## src/rtl/soc_bus_fabric_pkg.sv

```systemverilog
// Shared definitions for the data-bus fabric: FSM state encoding, the
// internal MMIO slave's base/mask/word offsets and the default region map.
package soc_bus_fabric_pkg;

  typedef enum logic [1:0] {
    ST_IDLE   = 2'd0,
    ST_ACCESS = 2'd1,
    ST_RESP   = 2'd2
  } state_t;

  localparam logic [31:0] MMIO_BASE = 32'hF000_0000;
  localparam logic [31:0] MMIO_MASK = 32'hFFFF_FFF0;

  // MMIO register word index (addr[3:2])
  localparam logic [1:0] MMIO_W_SW     = 2'd0;  // +0x0 switches
  localparam logic [1:0] MMIO_W_REG    = 2'd1;  // +0x4 oREG32
  localparam logic [1:0] MMIO_W_ERRCNT = 2'd2;  // +0x8 error count
  localparam logic [1:0] MMIO_W_ZERO   = 2'd3;  // +0xC reads 0

  // Default 4-slave map, slave i at [i*32 +: 32]: {S3, S2, RAM, ROM}
  localparam logic [127:0] DEF_REGION_BASE = {32'h2000_0000, 32'h1000_0000,
                                              32'h0000_1000, 32'h0000_0000};
  localparam logic [127:0] DEF_REGION_MASK = {32'hFF00_0000, 32'hFFFF_0000,
                                              32'hFFFF_FC00, 32'hFFFF_FC00};

endpackage

```

## src/rtl/soc_bus_fabric_if.sv

```systemverilog
// Bus interface between the CPU data port, the fabric and the slaves.
// Signal names keep the fabric-side port naming (i* = into fabric).
//   slave  : the fabric's view (it is the slave of the CPU data port)
//   master : the view of whatever drives the CPU side and the slave devices
interface soc_bus_fabric_if #(
  parameter int ADDR_W  = 32,
  parameter int DATA_W  = 32,
  parameter int NUM_SLV = 4
);
  logic                      iM_REQ;
  logic                      iM_WR;
  logic [ADDR_W-1:0]         iM_ADDR;
  logic [DATA_W-1:0]         iM_WDATA;
  logic [DATA_W/8-1:0]       iM_BE;
  logic                      oM_ACK;
  logic                      oM_ERR;
  logic [DATA_W-1:0]         oM_RDATA;
  logic [NUM_SLV-1:0]        oS_CE;
  logic                      oS_WR;
  logic [ADDR_W-1:0]         oS_ADDR;
  logic [DATA_W-1:0]         oS_WDATA;
  logic [DATA_W/8-1:0]       oS_BE;
  logic [NUM_SLV-1:0]        iS_ACK;
  logic [NUM_SLV*DATA_W-1:0] iS_RDATA;

  modport slave (
    input  iM_REQ, iM_WR, iM_ADDR, iM_WDATA, iM_BE, iS_ACK, iS_RDATA,
    output oM_ACK, oM_ERR, oM_RDATA, oS_CE, oS_WR, oS_ADDR, oS_WDATA, oS_BE
  );

  modport master (
    output iM_REQ, iM_WR, iM_ADDR, iM_WDATA, iM_BE, iS_ACK, iS_RDATA,
    input  oM_ACK, oM_ERR, oM_RDATA, oS_CE, oS_WR, oS_ADDR, oS_WDATA, oS_BE
  );
endinterface

```

## src/rtl/soc_fabric_decode.sv

```systemverilog
// Combinational address decoder: address -> {hit, one-hot select}.
// Ports: i_addr (address), o_hit (any region matched), o_sel (one-hot).
// Overlapping regions are legal; the lowest index wins.
module soc_fabric_decode #(
  parameter int                        ADDR_W      = 32,
  parameter int                        NUM_SLV     = 4,
  parameter logic [NUM_SLV*ADDR_W-1:0] REGION_BASE = '0,
  parameter logic [NUM_SLV*ADDR_W-1:0] REGION_MASK = '0
) (
  input  logic [ADDR_W-1:0]  i_addr,
  output logic               o_hit,
  output logic [NUM_SLV-1:0] o_sel
);

  // Walk from the highest index down so a lower-index match overwrites.
  always_comb begin
    o_hit = 1'b0;
    o_sel = '0;
    for (int i = NUM_SLV - 1; i >= 0; i--) begin
      if ((i_addr & REGION_MASK[i*ADDR_W +: ADDR_W]) == REGION_BASE[i*ADDR_W +: ADDR_W]) begin
        o_sel    = '0;
        o_sel[i] = 1'b1;
        o_hit    = 1'b1;
      end
    end
  end

endmodule

```

## src/rtl/soc_bus_fabric.sv

```systemverilog
// Data-bus interconnect between the CPU data port and NUM_SLV slaves.
// Latches a request, decodes it, runs a req/ack handshake with the selected
// slave and returns a one-cycle ack with registered read data and error flag.
// Unmapped addresses and slaves that do not ack within TIMEOUT_CYC cycles
// (0 = wait forever) complete with an error.
// Ports:
//   iCLK, iRST_N   clock, asynchronous active-low reset
//   bus            soc_bus_fabric_if.slave (CPU request/response, slave side)
//   iSW, oREG32    switches in / register out (SOC_FABRIC_MMIO_EN only)
// Build option SOC_FABRIC_MMIO_EN adds an internal register slave at
// MMIO_BASE, decoded ahead of all external regions (requires DATA_W >= 32).
//
// state  | meaning
// IDLE   | waiting for iM_REQ; request fields latched on acceptance
// ACCESS | oS_CE asserted to the selected slave, waiting for ack or timeout
// RESP   | oM_ACK pulse with registered oM_ERR/oM_RDATA
module soc_bus_fabric
  import soc_bus_fabric_pkg::*;
#(
  parameter int                        ADDR_W      = 32,
  parameter int                        DATA_W      = 32,
  parameter int                        NUM_SLV     = 4,
  parameter logic [NUM_SLV*ADDR_W-1:0] REGION_BASE = DEF_REGION_BASE,
  parameter logic [NUM_SLV*ADDR_W-1:0] REGION_MASK = DEF_REGION_MASK,
  parameter int                        TIMEOUT_CYC = 16
) (
  input  logic              iCLK,
  input  logic              iRST_N,
`ifdef SOC_FABRIC_MMIO_EN
  input  logic [7:0]        iSW,
  output logic [31:0]       oREG32,
`endif
  soc_bus_fabric_if.slave   bus
);

  localparam int BE_W  = DATA_W / 8;
  localparam int CNT_W = (TIMEOUT_CYC > 0) ? $clog2(TIMEOUT_CYC + 1) : 1;
  // Timeout fires on the edge where the count would reach TIMEOUT_CYC,
  // so oS_CE stays up for exactly TIMEOUT_CYC cycles.
  localparam logic [CNT_W-1:0] CNT_LAST = CNT_W'((TIMEOUT_CYC > 0) ? TIMEOUT_CYC - 1 : 0);

  state_t             r_state, w_next;
  logic               r_wr;
  logic [ADDR_W-1:0]  r_addr;
  logic [DATA_W-1:0]  r_wdata;
  logic [BE_W-1:0]    r_be;
  logic [NUM_SLV-1:0] r_sel;
  logic               r_mmio;
  logic               r_err;
  logic [DATA_W-1:0]  r_rdata;
  logic [CNT_W-1:0]   r_cnt;

  logic               w_dec_hit, w_mmio_hit, w_hit, w_accept, w_ack, w_timeout, w_err_resp;
  logic [NUM_SLV-1:0] w_dec_sel, w_sel;
  logic [DATA_W-1:0]  w_slv_rdata, w_mmio_rdata, w_rdata_resp;

  soc_fabric_decode #(
    .ADDR_W      (ADDR_W),
    .NUM_SLV     (NUM_SLV),
    .REGION_BASE (REGION_BASE),
    .REGION_MASK (REGION_MASK)
  ) u_decode (
    .i_addr (bus.iM_ADDR),
    .o_hit  (w_dec_hit),
    .o_sel  (w_dec_sel)
  );

`ifdef SOC_FABRIC_MMIO_EN
  assign w_mmio_hit = (bus.iM_ADDR & ADDR_W'(MMIO_MASK)) == ADDR_W'(MMIO_BASE);
`else
  assign w_mmio_hit = 1'b0;
`endif

  assign w_hit      = w_mmio_hit | w_dec_hit;
  assign w_sel      = w_mmio_hit ? '0 : w_dec_sel;
  assign w_accept   = (r_state == ST_IDLE) && bus.iM_REQ;
  // The internal slave always acks in its first ACCESS cycle.
  assign w_ack      = r_mmio | (|(bus.iS_ACK & r_sel));
  assign w_timeout  = (TIMEOUT_CYC != 0) && (r_cnt == CNT_LAST);
  assign w_err_resp = (w_accept && !w_hit) || ((r_state == ST_ACCESS) && !w_ack && w_timeout);

  always_comb begin
    w_slv_rdata = '0;
    for (int i = 0; i < NUM_SLV; i++) begin
      if (r_sel[i]) w_slv_rdata = w_slv_rdata | bus.iS_RDATA[i*DATA_W +: DATA_W];
    end
  end

  assign w_rdata_resp = r_mmio ? w_mmio_rdata : w_slv_rdata;

  always_ff @(posedge iCLK or negedge iRST_N) begin
    if (!iRST_N) r_state <= ST_IDLE;
    else         r_state <= w_next;
  end

  always_comb begin
    w_next = r_state;
    case (r_state)
      ST_IDLE:   if (bus.iM_REQ) w_next = w_hit ? ST_ACCESS : ST_RESP;
      ST_ACCESS: if (w_ack || w_timeout) w_next = ST_RESP;
      ST_RESP:   w_next = ST_IDLE;
      default:   w_next = ST_IDLE;
    endcase
  end

  // Combinational from r_state so an async reset drops oS_CE immediately.
  always_comb begin
    bus.oS_CE  = (r_state == ST_ACCESS) ? r_sel : '0;
    bus.oM_ACK = (r_state == ST_RESP);
  end

  assign bus.oM_ERR   = r_err;
  assign bus.oM_RDATA = r_rdata;
  assign bus.oS_WR    = r_wr;
  assign bus.oS_ADDR  = r_addr;
  assign bus.oS_WDATA = r_wdata;
  assign bus.oS_BE    = r_be;

  always_ff @(posedge iCLK or negedge iRST_N) begin
    if (!iRST_N) begin
      r_wr    <= 1'b0;
      r_addr  <= '0;
      r_wdata <= '0;
      r_be    <= '0;
      r_sel   <= '0;
      r_mmio  <= 1'b0;
      r_err   <= 1'b0;
      r_rdata <= '0;
      r_cnt   <= '0;
    end else begin
      case (r_state)
        ST_IDLE: if (bus.iM_REQ) begin
          r_wr    <= bus.iM_WR;
          r_addr  <= bus.iM_ADDR;
          r_wdata <= bus.iM_WDATA;
          r_be    <= bus.iM_BE;
          r_sel   <= w_sel;
          r_mmio  <= w_mmio_hit;
          r_cnt   <= '0;
          r_err   <= !w_hit;
          r_rdata <= '0;
        end
        ST_ACCESS: begin
          if (w_ack) begin
            r_err   <= 1'b0;
            r_rdata <= r_wr ? '0 : w_rdata_resp;
          end else if (w_timeout) begin
            r_err   <= 1'b1;
            r_rdata <= '0;
          end else begin
            r_cnt <= r_cnt + CNT_W'(1);
          end
        end
        // Response fields only live for the ack cycle.
        ST_RESP: begin
          r_err   <= 1'b0;
          r_rdata <= '0;
        end
        default: ;
      endcase
    end
  end

`ifdef SOC_FABRIC_MMIO_EN
  logic [31:0] r_reg32;
  logic [31:0] r_errcnt;

  always_ff @(posedge iCLK or negedge iRST_N) begin
    if (!iRST_N) begin
      r_reg32  <= '0;
      r_errcnt <= '0;
    end else begin
      if ((r_state == ST_ACCESS) && r_mmio && r_wr) begin
        if (r_addr[3:2] == MMIO_W_REG) begin
          for (int b = 0; b < 4; b++) begin
            if (r_be[b]) r_reg32[8*b +: 8] <= r_wdata[8*b +: 8];
          end
        end
        if (r_addr[3:2] == MMIO_W_ERRCNT) r_errcnt <= '0;
      end
      if (w_err_resp && (r_errcnt != '1)) r_errcnt <= r_errcnt + 32'd1;
    end
  end

  always_comb begin
    w_mmio_rdata = '0;
    case (r_addr[3:2])
      MMIO_W_SW:     w_mmio_rdata = DATA_W'({24'b0, iSW});
      MMIO_W_REG:    w_mmio_rdata = DATA_W'(r_reg32);
      MMIO_W_ERRCNT: w_mmio_rdata = DATA_W'(r_errcnt);
      default:       w_mmio_rdata = '0;
    endcase
  end

  assign oREG32 = r_reg32;
`else
  assign w_mmio_rdata = '0;
`endif

endmodule

```

## src/flat_wrapper.sv

```systemverilog
// flat-port wrapper written by rule: the top's interface ports become plain ports
module soc_bus_fabric_flat import soc_bus_fabric_pkg::*;
#(
  parameter int                        ADDR_W      = 32,
  parameter int                        DATA_W      = 32,
  parameter int                        NUM_SLV     = 4,
  parameter logic [NUM_SLV*ADDR_W-1:0] REGION_BASE = DEF_REGION_BASE,
  parameter logic [NUM_SLV*ADDR_W-1:0] REGION_MASK = DEF_REGION_MASK,
  parameter int                        TIMEOUT_CYC = 16
)
  (iCLK, iRST_N, bus_iM_REQ, bus_iM_WR, bus_iM_ADDR, bus_iM_WDATA, bus_iM_BE, bus_iS_ACK, bus_iS_RDATA, bus_oM_ACK, bus_oM_ERR, bus_oM_RDATA, bus_oS_CE, bus_oS_WR, bus_oS_ADDR, bus_oS_WDATA, bus_oS_BE);
  soc_bus_fabric_if #(.ADDR_W(ADDR_W), .DATA_W(DATA_W), .NUM_SLV(NUM_SLV)) bus_i ();
  input  logic iCLK;
  input  logic iRST_N;
  input wire logic [$bits(bus_i.iM_REQ)-1:0] bus_iM_REQ;
  input wire logic [$bits(bus_i.iM_WR)-1:0] bus_iM_WR;
  input wire logic [$bits(bus_i.iM_ADDR)-1:0] bus_iM_ADDR;
  input wire logic [$bits(bus_i.iM_WDATA)-1:0] bus_iM_WDATA;
  input wire logic [$bits(bus_i.iM_BE)-1:0] bus_iM_BE;
  input wire logic [$bits(bus_i.iS_ACK)-1:0] bus_iS_ACK;
  input wire logic [$bits(bus_i.iS_RDATA)-1:0] bus_iS_RDATA;
  output wire logic [$bits(bus_i.oM_ACK)-1:0] bus_oM_ACK;
  output wire logic [$bits(bus_i.oM_ERR)-1:0] bus_oM_ERR;
  output wire logic [$bits(bus_i.oM_RDATA)-1:0] bus_oM_RDATA;
  output wire logic [$bits(bus_i.oS_CE)-1:0] bus_oS_CE;
  output wire logic [$bits(bus_i.oS_WR)-1:0] bus_oS_WR;
  output wire logic [$bits(bus_i.oS_ADDR)-1:0] bus_oS_ADDR;
  output wire logic [$bits(bus_i.oS_WDATA)-1:0] bus_oS_WDATA;
  output wire logic [$bits(bus_i.oS_BE)-1:0] bus_oS_BE;
  assign bus_i.iM_REQ = bus_iM_REQ;
  assign bus_i.iM_WR = bus_iM_WR;
  assign bus_i.iM_ADDR = bus_iM_ADDR;
  assign bus_i.iM_WDATA = bus_iM_WDATA;
  assign bus_i.iM_BE = bus_iM_BE;
  assign bus_i.iS_ACK = bus_iS_ACK;
  assign bus_i.iS_RDATA = bus_iS_RDATA;
  assign bus_oM_ACK = bus_i.oM_ACK;
  assign bus_oM_ERR = bus_i.oM_ERR;
  assign bus_oM_RDATA = bus_i.oM_RDATA;
  assign bus_oS_CE = bus_i.oS_CE;
  assign bus_oS_WR = bus_i.oS_WR;
  assign bus_oS_ADDR = bus_i.oS_ADDR;
  assign bus_oS_WDATA = bus_i.oS_WDATA;
  assign bus_oS_BE = bus_i.oS_BE;
  soc_bus_fabric #(.ADDR_W(ADDR_W), .DATA_W(DATA_W), .NUM_SLV(NUM_SLV), .REGION_BASE(REGION_BASE), .REGION_MASK(REGION_MASK), .TIMEOUT_CYC(TIMEOUT_CYC)) u_core (.iCLK(iCLK), .iRST_N(iRST_N), .bus(bus_i));
endmodule
```

## config.mk

```make
export PLATFORM = sky130hd
export DESIGN_NAME = soc_bus_fabric_flat
export DESIGN_NICKNAME = d
export VERILOG_FILES = /design/src/rtl/soc_bus_fabric_pkg.sv /design/src/rtl/soc_bus_fabric_if.sv /design/src/rtl/soc_fabric_decode.sv /design/src/rtl/soc_bus_fabric.sv /design/src/flat_wrapper.sv
export SDC_FILE = /design/constraint.sdc
export NUM_CORES = 1
export LEC_CHECK = 0
export ABC_AREA = 1
export BUFFER_PORTS_ARGS = -buffer_cell sky130_fd_sc_hd__clkbuf_2
export CORE_MARGIN = 1
export CORE_UTILIZATION = 39
export DETAILED_ROUTE_END_ITERATION = 10
export PLACE_DENSITY = 0.75
export SLEW_MARGIN = 5
export SYNTH_ARGS = -nofsm -noshare
export SYNTH_HDL_FRONTEND = slang
export SYNTH_HIERARCHICAL = 1
export SYNTH_SLANG_ARGS = --single-unit
```

## constraint.sdc

```tcl
create_clock -name iCLK -period 1.6 [get_ports iCLK]
set_input_delay 0.08 -clock iCLK [delete_from_list [all_inputs] [get_ports iCLK]]
set_output_delay 0.08 -clock iCLK [all_outputs]
set_load 0.03 [all_outputs]
```

==> impl_results.md, run 1 <==
- Run status: finished with violations
- Violated checks: negative setup slack
- Placer Congestion: just under 0.8
- Startpoint-to-endpoint class of the critical path: flip-flop to flip-flop
- Hold-critical path depth: 7
- Hold slack: 0.125 ns
- Post-synthesis instance area: about 0.0061 mm²
- Port Buf Inserts: 310
- # fillers: about 1300
- Area inside the core boundary: between 0.015 and 0.02 mm²
- Starting Density: 0.400
- Startpoint type of the worst setup path: flip-flop
- Die height: 127 µm
- Actual transition at the worst max-transition pin: 0.347 ns
- P&R area growth vs syn: 59.3%
- Max-cap violations: 0
- Layout cell share with drive strength beyond 1: 0.505
- Number of sinks on the clock net: about 110
- Leading cell type in the layout, fill and taps excluded: clkbuf_2
- Total nets after synthesis: 900
- Final HPWL from detailed placement: ~13 mm
- Global-route wire length before repair: between 30 and 40 mm
- CTS tree: built
- Crit path time final: between 1.5 and 2 ns
- Highest net fanout along the worst path: 6
- Clock tree root buffer cell: clkbuf_16
- Mean area per synthesized cell: 8.84 µm²
- Total number of nets in the final design: roughly 1300
- CTS max path bufs: 2
- Total instance count after detailed placement: ~1200
- Layout Skew: approximately 0.014 ns
- Post-route ant nets: 0
- Most used flip-flop cell after synthesis: dfrtp_1
- Number of detailed-route iterations in the first pass: 4
- Number of global-route vias before repair: just over 6000
- Part of the Yosys area used for sequential elements: 0.463
- Post-synthesis cell type count: 29
- Number of buffers inserted during clock tree synthesis: 17
- Peak ir drop on the vdd network: ~1200 µV
- Critical Path, Cell by Cell: ha_2 -> nand2_2 -> nor2_1 -> ha_2 -> inv_2 -> nand2_2 -> inv_2 -> nand2_4 -> nand3_4 -> buf_12 -> clkbuf_16 -> nand2_4 -> o21ai_2
- Slew Limit Fails: 0
- Cell at the slowest stage of the critical path: dfrtp_1
- Total congestion overflow after global routing: 0
- Post-detailed-route via-to-cell ratio: 4.63
- Synth async-reset ratio: 1.00
- Headroom to the max-slew limit: 0.769
- Final Power: around 0.014 W
- Drt total wl: slightly below 20 mm
- Post-synth EDFFs: 0
- Clock transition at the registers of the reported paths: around 0.06 ns
- Synth Register Bits: around 110
- Worst slack, placed: -0.0973 ns
- Final hold vios: 0
- Number of buffer and inverter instances along the worst setup path: 4
- Crit path DAT: 2.05 ns
- Die width: ~130 µm
- Family with the most delay on the worst path: simple AND/OR/NAND/NOR gates
- DRC: 0
- Leakage power total: roughly 5.3 nW
- Iter 0 DRT Violations: about 210
- Via count of the routed design: 6102
- Die area: 0.0162 mm²
- Wirelength per Cell: approximately 15 µm
- Maximum single-stage delay on the critical path: ~0.35 ns
- Antenna diode count: 0
- CTS H-Tree Depth: 4
- Synthesis warning total: 6
- Pwr/cell area: approximately 1500 mW/mm²
- Logic depth of the worst setup path including buffers: 13
- Cells on worst reg2reg path: 13
- Initial antenna violation count: 0
- # rows: 45
- Utilization after layout: 0.637
- Required time of the worst setup path: 1.90 ns
- Worst Setup End Kind: flip-flop
- Number of standard cells after synthesis: 690
- Top-Level Pins: between 300 and 400
- Overall Global Routing Usage: 0.242
- Leading cell types in the layout, fill and taps excluded: clkbuf_2, nand2_1, dfrtp_1
- Crit share post-route: 1.10
- Final number of setup-violating endpoints: 32
- Clk_lat worst skew: ~0.42 ns
- Largest net degree at the start of global routing: 60
- Type of the tightest min-delay check: input pin to flip-flop
- RSZ-0062 raised after global routing: yes
- Final worst-path setup slack: -0.152 ns
- Fmax: roughly 0.57 GHz
- Post-route insts no fill: 1319
-- cells by family (layout without fill, tap and decap cells) --
group | after synthesis | after routing | synth area share
compound gates | 43 | 43 | 0.0525
xor+xnor | 1 | 1 | 0.00144
fa+ha+maj | 6 | 6 | 0.0123
buf+inv | 58 | 476 | 0.0580
flops | 113 | 113 | 0.463
mux | 73 | 73 | 0.135
simple gates | 396 | 396 | 0.278
-- metrics by stage --
step	instance area (µm²)	setup TNS, ns
after detailed placement	8000	-2.41
after global routing	9720	-7.70
final	9720	-3.99
after floorplan	6110	0
after CTS	9450	-2.37
after global placement	8000	-0.974
-- flip-flops by register name, summed over array words and instances (netlist names) --
signal	cells
u_core/bus.oM_RDATA	32
u_core/r_sel	4
u_core/r_state	2
u_core/bus.oS_ADDR	32
u_core/r_cnt	5
u_core/bus.oM_ERR	1
u_core/bus.oS_WDATA	32
u_core/bus.oS_BE	4
u_core/bus.oS_WR	1
-- power by group --
part | switching, W | internal [W] | total (W)
Clock | 0.00143 | 0.00236 | 0.00379
Sequential | 0.000529 | 0.00378 | 0.00431
Combinational | 0.00372 | 0.00231 | 0.00603
Total | 0.00568 | 0.00845 | 0.0141
-- worst register-to-register path: stages, from the launching register on --
cell       delay, ns
dfrtp_1         0.35
ha_2            0.21
nand2_2         0.06
nor2_1          0.11
ha_2            0.18
inv_2           0.03
nand2_2         0.05
inv_2           0.04
nand2_4         0.07
nand3_4         0.10
buf_12          0.17
clkbuf_16       0.17
nand2_4         0.06
o21ai_2         0.04
-- synth_stat cells, types with 5 or more instances --
master / instances / area share
buf_2: 24 / 0.020
buf_6: 5 / 0.0092
dfrtp_1: 113 / 0.46
ha_1: 6 / 0.012
inv_1: 19 / 0.012
mux2_2: 73 / 0.13
nand2_1: 258 / 0.16
nand2_2: 32 / 0.033
nand3_1: 6 / 0.0049
nor2_1: 82 / 0.050
nor2_2: 5 / 0.0051
o21ai_0: 11 / 0.0090
o21ai_2: 28 / 0.040
-- worst paths after layout --
kind                                         from                       to  slack [ns]
worst min-delay path             bus_iS_RDATA[85]  u_core/bus.oM_RDATA[21]        0.13
worst max-delay path              u_core/r_cnt[0]  u_core/bus.oM_RDATA[14]       -0.15
worst min register to register  u_core/bus.oM_ERR        u_core/bus.oM_ERR        0.49
max in group asynchronous                  iRST_N        u_core/r_state[0]        1.06
min in group asynchronous                  iRST_N  u_core/bus.oM_RDATA[21]        0.23
worst max register to register    u_core/r_cnt[0]  u_core/bus.oM_RDATA[14]       -0.15
-- what timing repair did --
action                                 4_1_cts  5_1_grt
buffers inserted                             5        4
gates resized for setup                     19       58
pin swaps                                    0        7
hold buffers                                70        0
endpoints found under the hold margin      182        0
cloned                                       2        3
setup endpoints to repair                   81      100
-- layer usage --
layer | track usage | wire [µm]
met1 | 0.266 | 7730
met2 | 0.441 | 10100
met3 | 0.0695 | 1330
met4 | 0.0896 | 390
met5 | 0 | 0
-- area by class of cell --
cell class / instances / area [µm²] / share of cell area
Clock buffer: 18 / 439 / 0.0452
Clock inverter: 14 / 154 / 0.0158
Inverter: 20 / 75.1 / 0.00772
Multi-Input combinational cell: 519 / 3090 / 0.318
Sequential cell: 113 / 2830 / 0.291
Tap cell: 211 / 264 / 0.0272
Timing Repair Buffer: 424 / 2870 / 0.295
Power figures use the tool's default switching activity.
==> run 2, diff against run 1 <==
REMOVE_ABC_BUFFERS = 1   (was not set)
==> run 2 against run 1 <==
The run still ends with negative setup slack left. Non-clock buffer count increased by 1. Cell count is 0.15% higher. Critical endpoint is now u_core/bus.oM_RDATA[27]. First-iteration DRC count fell by 22%. Flip-flop and latch count did not move. Count of clock-buffer cells in the layout decreased by 1. Global-route usage rose by 0.70 points. Die area unchanged. Clock power rose by 7.4%. Clock skew shrank 0.0065 ns. Wire length up 5.9%. Total power rose by 3.6%.
==> impl_results.md, run 2 (synthesis gave the netlist of run 1 again) <==
- Startpoint type of the worst setup path: flip-flop
- Leading cell type in the layout, fill and taps excluded: clkbuf_2
- Utilization after layout: 0.642
- CTS max path bufs: 2
- Hold worst-path end: u_core/bus.oM_RDATA[19]
- Multi-input logic area: 0.00310 mm²
- CTS H-Tree Depth: 4
- Worst Setup End Kind: flip-flop
- Crit path DAT: 2.01 ns
- Area taken by flip-flops and latches: approximately 0.0028 mm²
- Actual transition at the worst max-transition pin: 0.420 ns
- P&R area growth vs syn: 60.4%
- Post-detailed-route via-to-cell ratio: around 4.7
- # fillers: 1265
- Leading cell types in the layout, fill and taps excluded: clkbuf_2, nand2_1, dfrtp_1
- Total number of nets in the final design: between 1000 and 1500
- Post-route ant nets: 0
- Total congestion overflow after global routing: 0
- Total Negative Setup Slacks: -2.94 ns
- Initial antenna violation count: 0
- Number of global-route vias before repair: just over 6000
- Global-route wire length before repair: 30.9 mm
- Starting Density: 0.400
- Hold-critical path depth: 7
- Iter 0 DRT Violations: ~160
- Final number of setup-violating endpoints: 35
- Highest net fanout along the worst path: 10
- Worst slack, placed: -0.117 ns
- DRC: 0
- Largest net degree at the start of global routing: between 40 and 50
- Die width: between 100 and 150 µm
- Reg2Reg Launch Point: u_core/r_cnt[1]
- Via count of the routed design: 6161
- RSZ-0062 raised after global routing: yes
- Peak ir drop on the vdd network: between 1000 and 1500 µV
- CTS tree: built
- Number of detailed-route iterations in the first pass: 5
- Area inside the core boundary: between 0.015 and 0.02 mm²
- Drt total wl: around 21 mm
- Hold slack: ~0.12 ns
- Violated checks: negative setup slack
- Number of sinks on the clock net: between 100 and 150
- Wirelength per Cell: roughly 16 µm
- Max-cap violations: 0
- Leakage power total: 5.24 nW
- Overall Global Routing Usage: 0.249
- Run status: finished with violations
- Crit share post-route: 1.06
- Layout cell share with drive strength beyond 1: 0.507
- Number of buffers inserted during clock tree synthesis: 17
- Slew Limit Fails: 0
- Fmax: a little under 0.6 GHz
- Startpoint of the lowest-slack hold path: bus_iS_RDATA[83]
- Headroom to the max-slew limit: 0.720
- Final worst-path setup slack: -0.102 ns
- Crit path time final: 1.70 ns
- Top-Level Pins: slightly above 300
- Clk_lat worst skew: between 0.4 and 0.5 ns
- Startpoint-to-endpoint class of the critical path: flip-flop to flip-flop
- # rows: 45
- Port Buf Inserts: 310
- Clock transition at the registers of the reported paths: roughly 0.060 ns
- Clock tree root buffer cell: clkbuf_16
- Placer Congestion: between 0.7 and 0.8
- Required time of the worst setup path: between 1.5 and 2 ns
- Layout Skew: 0.00753 ns
- Type of the tightest min-delay check: input pin to flip-flop
- Final hold vios: 0
- Pwr/cell area: 1500 mW/mm²
- Worst r2r dst: u_core/bus.oM_RDATA[27]
- Antenna diode count: 0
- Die height: approximately 130 µm
- Minimum setup slack among reg-to-reg paths: -0.10 ns
- Final Power: between 0.01 and 0.015 W
- Cells on worst reg2reg path: 12
- Setup crit start: u_core/r_cnt[1]
- Final HPWL from detailed placement: between 10 and 15 mm
- Die area: ~0.016 mm²
-- run 2: what timing repair did --
action	in CTS	in global routing
buffers inserted	2	4
gates cloned	1	9
hold buffers	70	0
hold endpoints to repair	182	0
setup endpoints to repair	103	111
pin swaps	1	6
resized for setup	15	54
-- run 2: routing by layer --
metal  vias to the layer above  track usage  part of all wire
met1                      2868        0.275              0.39
met2                       264        0.462              0.52
li1                       2998            -                 -
met5                         -            0                 0
met3                        31       0.0641             0.066
met4                         0       0.0861             0.019
-- run 2: where the power goes --
group / internal [W] / total, W / switching (W)
logic: 0.00240 / 0.00620 / 0.00380
registers: 0.00379 / 0.00437 / 0.000584
clock network: 0.00262 / 0.00407 / 0.00145
-- run 2: stage by stage --
stage               instances  cell area [µm²]
detailed placement       1204             7990
global placement         1204             7990
finish                   1321             9790
floorplan                 652             5820
CTS                      1308             9410
global route             1321             9790
-- run 2: worst max path at each step --
stage | to | slack [ns] | cells after the start
final | u_core/bus.oM_RDATA[27] | -0.10 | 12
after global routing | u_core/bus.oM_RDATA[2] | -0.18 | 12
after CTS | u_core/bus.oM_RDATA[1] | -0.1 | 12
after detailed placement | u_core/bus.oM_RDATA[1] | -0.12 | 11
after global placement | u_core/bus.oM_RDATA[2] | -0.05 | 11
after floorplan | u_core/bus.oS_ADDR[0] | -1.18 | 4
-- run 2: layout make-up --
type / count / area share
clock inverter: 14 / 0.0208
clock buffer: 17 / 0.0435
inverter: 20 / 0.00767
timing repair buffer: 425 / 0.295
sequential: 113 / 0.289
tap: 211 / 0.0270
multi-input combinational: 521 / 0.317
-- run 2: worst max-delay path, stage by stage, from the launching register on --
cell and delay [ns]:
dfrtp_1 0.35, ha_2 0.20, nand2_2 0.06, nor2_2 0.11, ha_2 0.17, inv_2 0.04, nand2_2 0.06, inv_2 0.04
nand2_4 0.10, nand3_4 0.14, clkbuf_16 0.22, nand2_4 0.06, o21ai_2 0.04
==> run 3, diff against run 2 <==
BUFFER_PORTS_ARGS = not set   (was -buffer_cell sky130_fd_sc_hd__clkbuf_2)
CELL_PAD_IN_SITES_DETAIL_PLACEMENT = 2   (was not set)
CELL_PAD_IN_SITES_GLOBAL_PLACEMENT = 2   (was not set)
CORE_UTILIZATION = 31   (was 39)
DONT_BUFFER_PORTS = 1   (was not set)
PLACE_DENSITY = 0.77   (was 0.75)
==> run 3 against run 2 <==
Largest cell class unchanged. Non-clock buffer count down 308. Wire length rose by 20%. Hold slack got worse by 0.76 ns. Via count fell by 15%. Register-to-register slack lost 0.12 ns. Global-route usage about the same. Clock skew grew 0.0042 ns. Die area up 25%. Critical path depth rose by 1. The flow finishes with violations (negative hold slack, negative setup slack). First-iteration DRC count decreased by 21%. Combinational power fell by 49%. Cell count decreased by 20%. Highest routed layer unchanged.
==> impl_results.md, run 3 (synthesis gave the netlist of run 1 again) <==
- Die height: around 140 µm
- Max-cap violations: 0
- P&R area growth vs syn: 34.4%
- Run status: finished with violations
- Area taken by flip-flops and latches: between 0.002 and 0.003 mm²
- Violated checks: negative hold slack, negative setup slack
- Starting Density: 0.321
- Leakage power total: ~4 nW
- Hold slack: -0.645 ns
- Switching pwr: 0.00576 W
- Required time of the worst setup path: ~1.9 ns
- Proportion of total power due to net switching: 0.422
- Clock transition at the registers of the reported paths: about 0.06 ns
- # rows: 50
- Actual transition at the worst max-transition pin: ~0.43 ns
- Startpoint-to-endpoint class of the critical path: flip-flop to flip-flop
- Post-route insts no fill: between 1000 and 1500
- Initial antenna violation count: 0
- Final Power: around 0.014 W
- Die width: about 140 µm
- Overall Global Routing Usage: 0.249
- Highest net fanout along the worst path: 7
- Port Buf Inserts: 0
- Utilization after layout: 0.431
- Crit path DAT: roughly 2.1 ns
- Reg2Reg Launch Point: u_core/r_cnt[0]
- Final HPWL from detailed placement: between 15 and 20 mm
- Number of sinks on the clock net: ~110
- Crit path time final: 1.83 ns
- Headroom to the max-slew limit: 0.715
- CTS tree: built
- RSZ-0062 raised after global routing: yes
- Clock tree root buffer cell: clkbuf_16
- DRC: 0
- Slew Limit Fails: 0
- Placer Congestion: about 0.75
- Internal power contribution: 0.00789 W
- Startpoint type of the worst setup path: flip-flop
- Number of detailed-route iterations in the first pass: 4
- Maximum single-stage delay on the critical path: around 0.40 ns
- Iter 0 DRT Violations: about 130
- Pwr/cell area: about 1700 mW/mm²
- Wirelength per Cell: 23.5 µm
- CTS H-Tree Depth: 4
- Drt total wl: around 25 mm
- Antenna diode count: 0
- Worst Setup End Kind: flip-flop
- Leading cell type in the layout, fill and taps excluded: nand2_1
- Post-CTS Hold Fix Bufs: just under 70
- Type of the tightest min-delay check: input pin to asynchronous set/reset pin
- Post-detailed-route via-to-cell ratio: ~4.9
- Final hold vios: approximately 110
- CTS max path bufs: 2
- Peak ir drop on the vdd network: between 800 and 900 µV
- Cell at the slowest stage of the critical path: dfrtp_1
- Largest net degree at the start of global routing: approximately 110
- Number of global-route vias before repair: 6127
- Total number of nets in the final design: between 900 and 1000
- Crit share post-route: 1.14
- Setup crit start: u_core/r_cnt[0]
- Post-route ant nets: 0
- Total congestion overflow after global routing: 0
- Area inside the core boundary: around 0.019 mm²
- Final number of setup-violating endpoints: 38
- Global-route wire length before repair: between 30 and 40 mm
- Final worst-path setup slack: -0.225 ns
- Layout cell share with drive strength beyond 1: 0.321
- Fraction of power consumed by sequential logic: 0.477
- Fmax: about 0.55 GHz
- Die area: 0.0202 mm²
- Via count of the routed design: 5224
- Multi-input logic area: between 0.003 and 0.004 mm²
- Number of buffers inserted during clock tree synthesis: 17
- Clock Power Share: 0.291
- Critical Path, Cell by Cell: ha_4 -> nand2_4 -> nor2_4 -> ha_4 -> inv_2 -> nand2_2 -> inv_2 -> nand2_4 -> nand3_4 -> buf_6 -> buf_8 -> nand2_2 -> o21ai_2
- Leading cell types in the layout, fill and taps excluded: nand2_1, dfrtp_1, nor2_1
- Top-Level Pins: roughly 310
- Combinational Power Share: 0.233
- Total instance count after detailed placement: 941
- Layout Skew: between 0.01 and 0.015 ns
- Clk_lat worst skew: ~0.42 ns
- # fillers: between 2000 and 2500
==> run 3: cell count changes in the layout (fill, tap and decap cells not counted), moves of 5 or more <==
cell,change
buf_4,+6
buf_6,-5
clkbuf_16,-5
clkbuf_2,-305
inv_1,-5
inv_2,+5
nand2_2,-5
==> run 3: what timing repair did <==
item,CTS,global route
hold endpoints to repair,182,113
endpoints found under the setup margin,109,111
pin swaps,5,7
buffers inserted,12,7
gates cloned,4,1
gates resized for setup,42,40
==> run 3: cell type report <==
cell class | count | area share
sequential | 113 | 0.345
multi-input combinational | 519 | 0.380
tap | 260 | 0.0397
clock buffer | 18 | 0.0535
clock inverter | 13 | 0.0197
inverter | 20 | 0.00915
timing repair buffer | 117 | 0.153
==> run 3: power by group through the flow <==
stage	Clock (W)	Sequential, W	Combinational [W]
floorplan	0	0.00616	0.00152
global placement	0	0.00633	0.00206
detailed placement	0	0.00640	0.00224
CTS	0.00393	0.00637	0.00289
global route	0.00414	0.00657	0.00336
finish	0.00397	0.00650	0.00318
==> run 3: worst max-delay path, delay by kind of cell (launching register included) <==
kind | cells | cell delay, ns
DFF | 1 | 0.40
and+or+nand+nor | 6 | 0.52
adders and majority gates | 2 | 0.32
buffers and inverters | 4 | 0.41
AOI/OAI and AO/OA | 1 | 0.06
==> run 3: worst paths after layout <==
path / endpoint / cells past startpoint / slack [ns]
hold / removal: u_core/bus.oS_ADDR[10] / 0 / -0.64
setup / recovery: u_core/bus.oM_RDATA[4] / 13 / -0.23
min in group iCLK: u_core/bus.oS_ADDR[12] / 2 / 0.04
max in group asynchronous: u_core/bus.oM_RDATA[9] / 0 / 2.00
setup reg to reg: u_core/bus.oM_RDATA[4] / 13 / -0.23
hold reg to reg: u_core/r_cnt[4] / 2 / 0.60
==> run 3: routing by layer <==
metal  vias up  global-route usage  routed length, µm
met3        60              0.0485               1140
met2       188               0.489              14500
li1       2361                   -                  -
met1      2615               0.241               8250
met4         0               0.140               1060
met5         -                   0                  0
==> run 3: per-stage QoR <==
step                area [µm²]  setup WS [ns]  TNS (ns)
floorplan                 5820          -1.18   -107.35
global placement          6430        -0.0900     -1.80
detailed placement        6430         -0.282    -10.64
CTS                       8050         -0.264     -8.55
global route              8200         -0.297     -9.95
finish                    8200         -0.225     -6.87
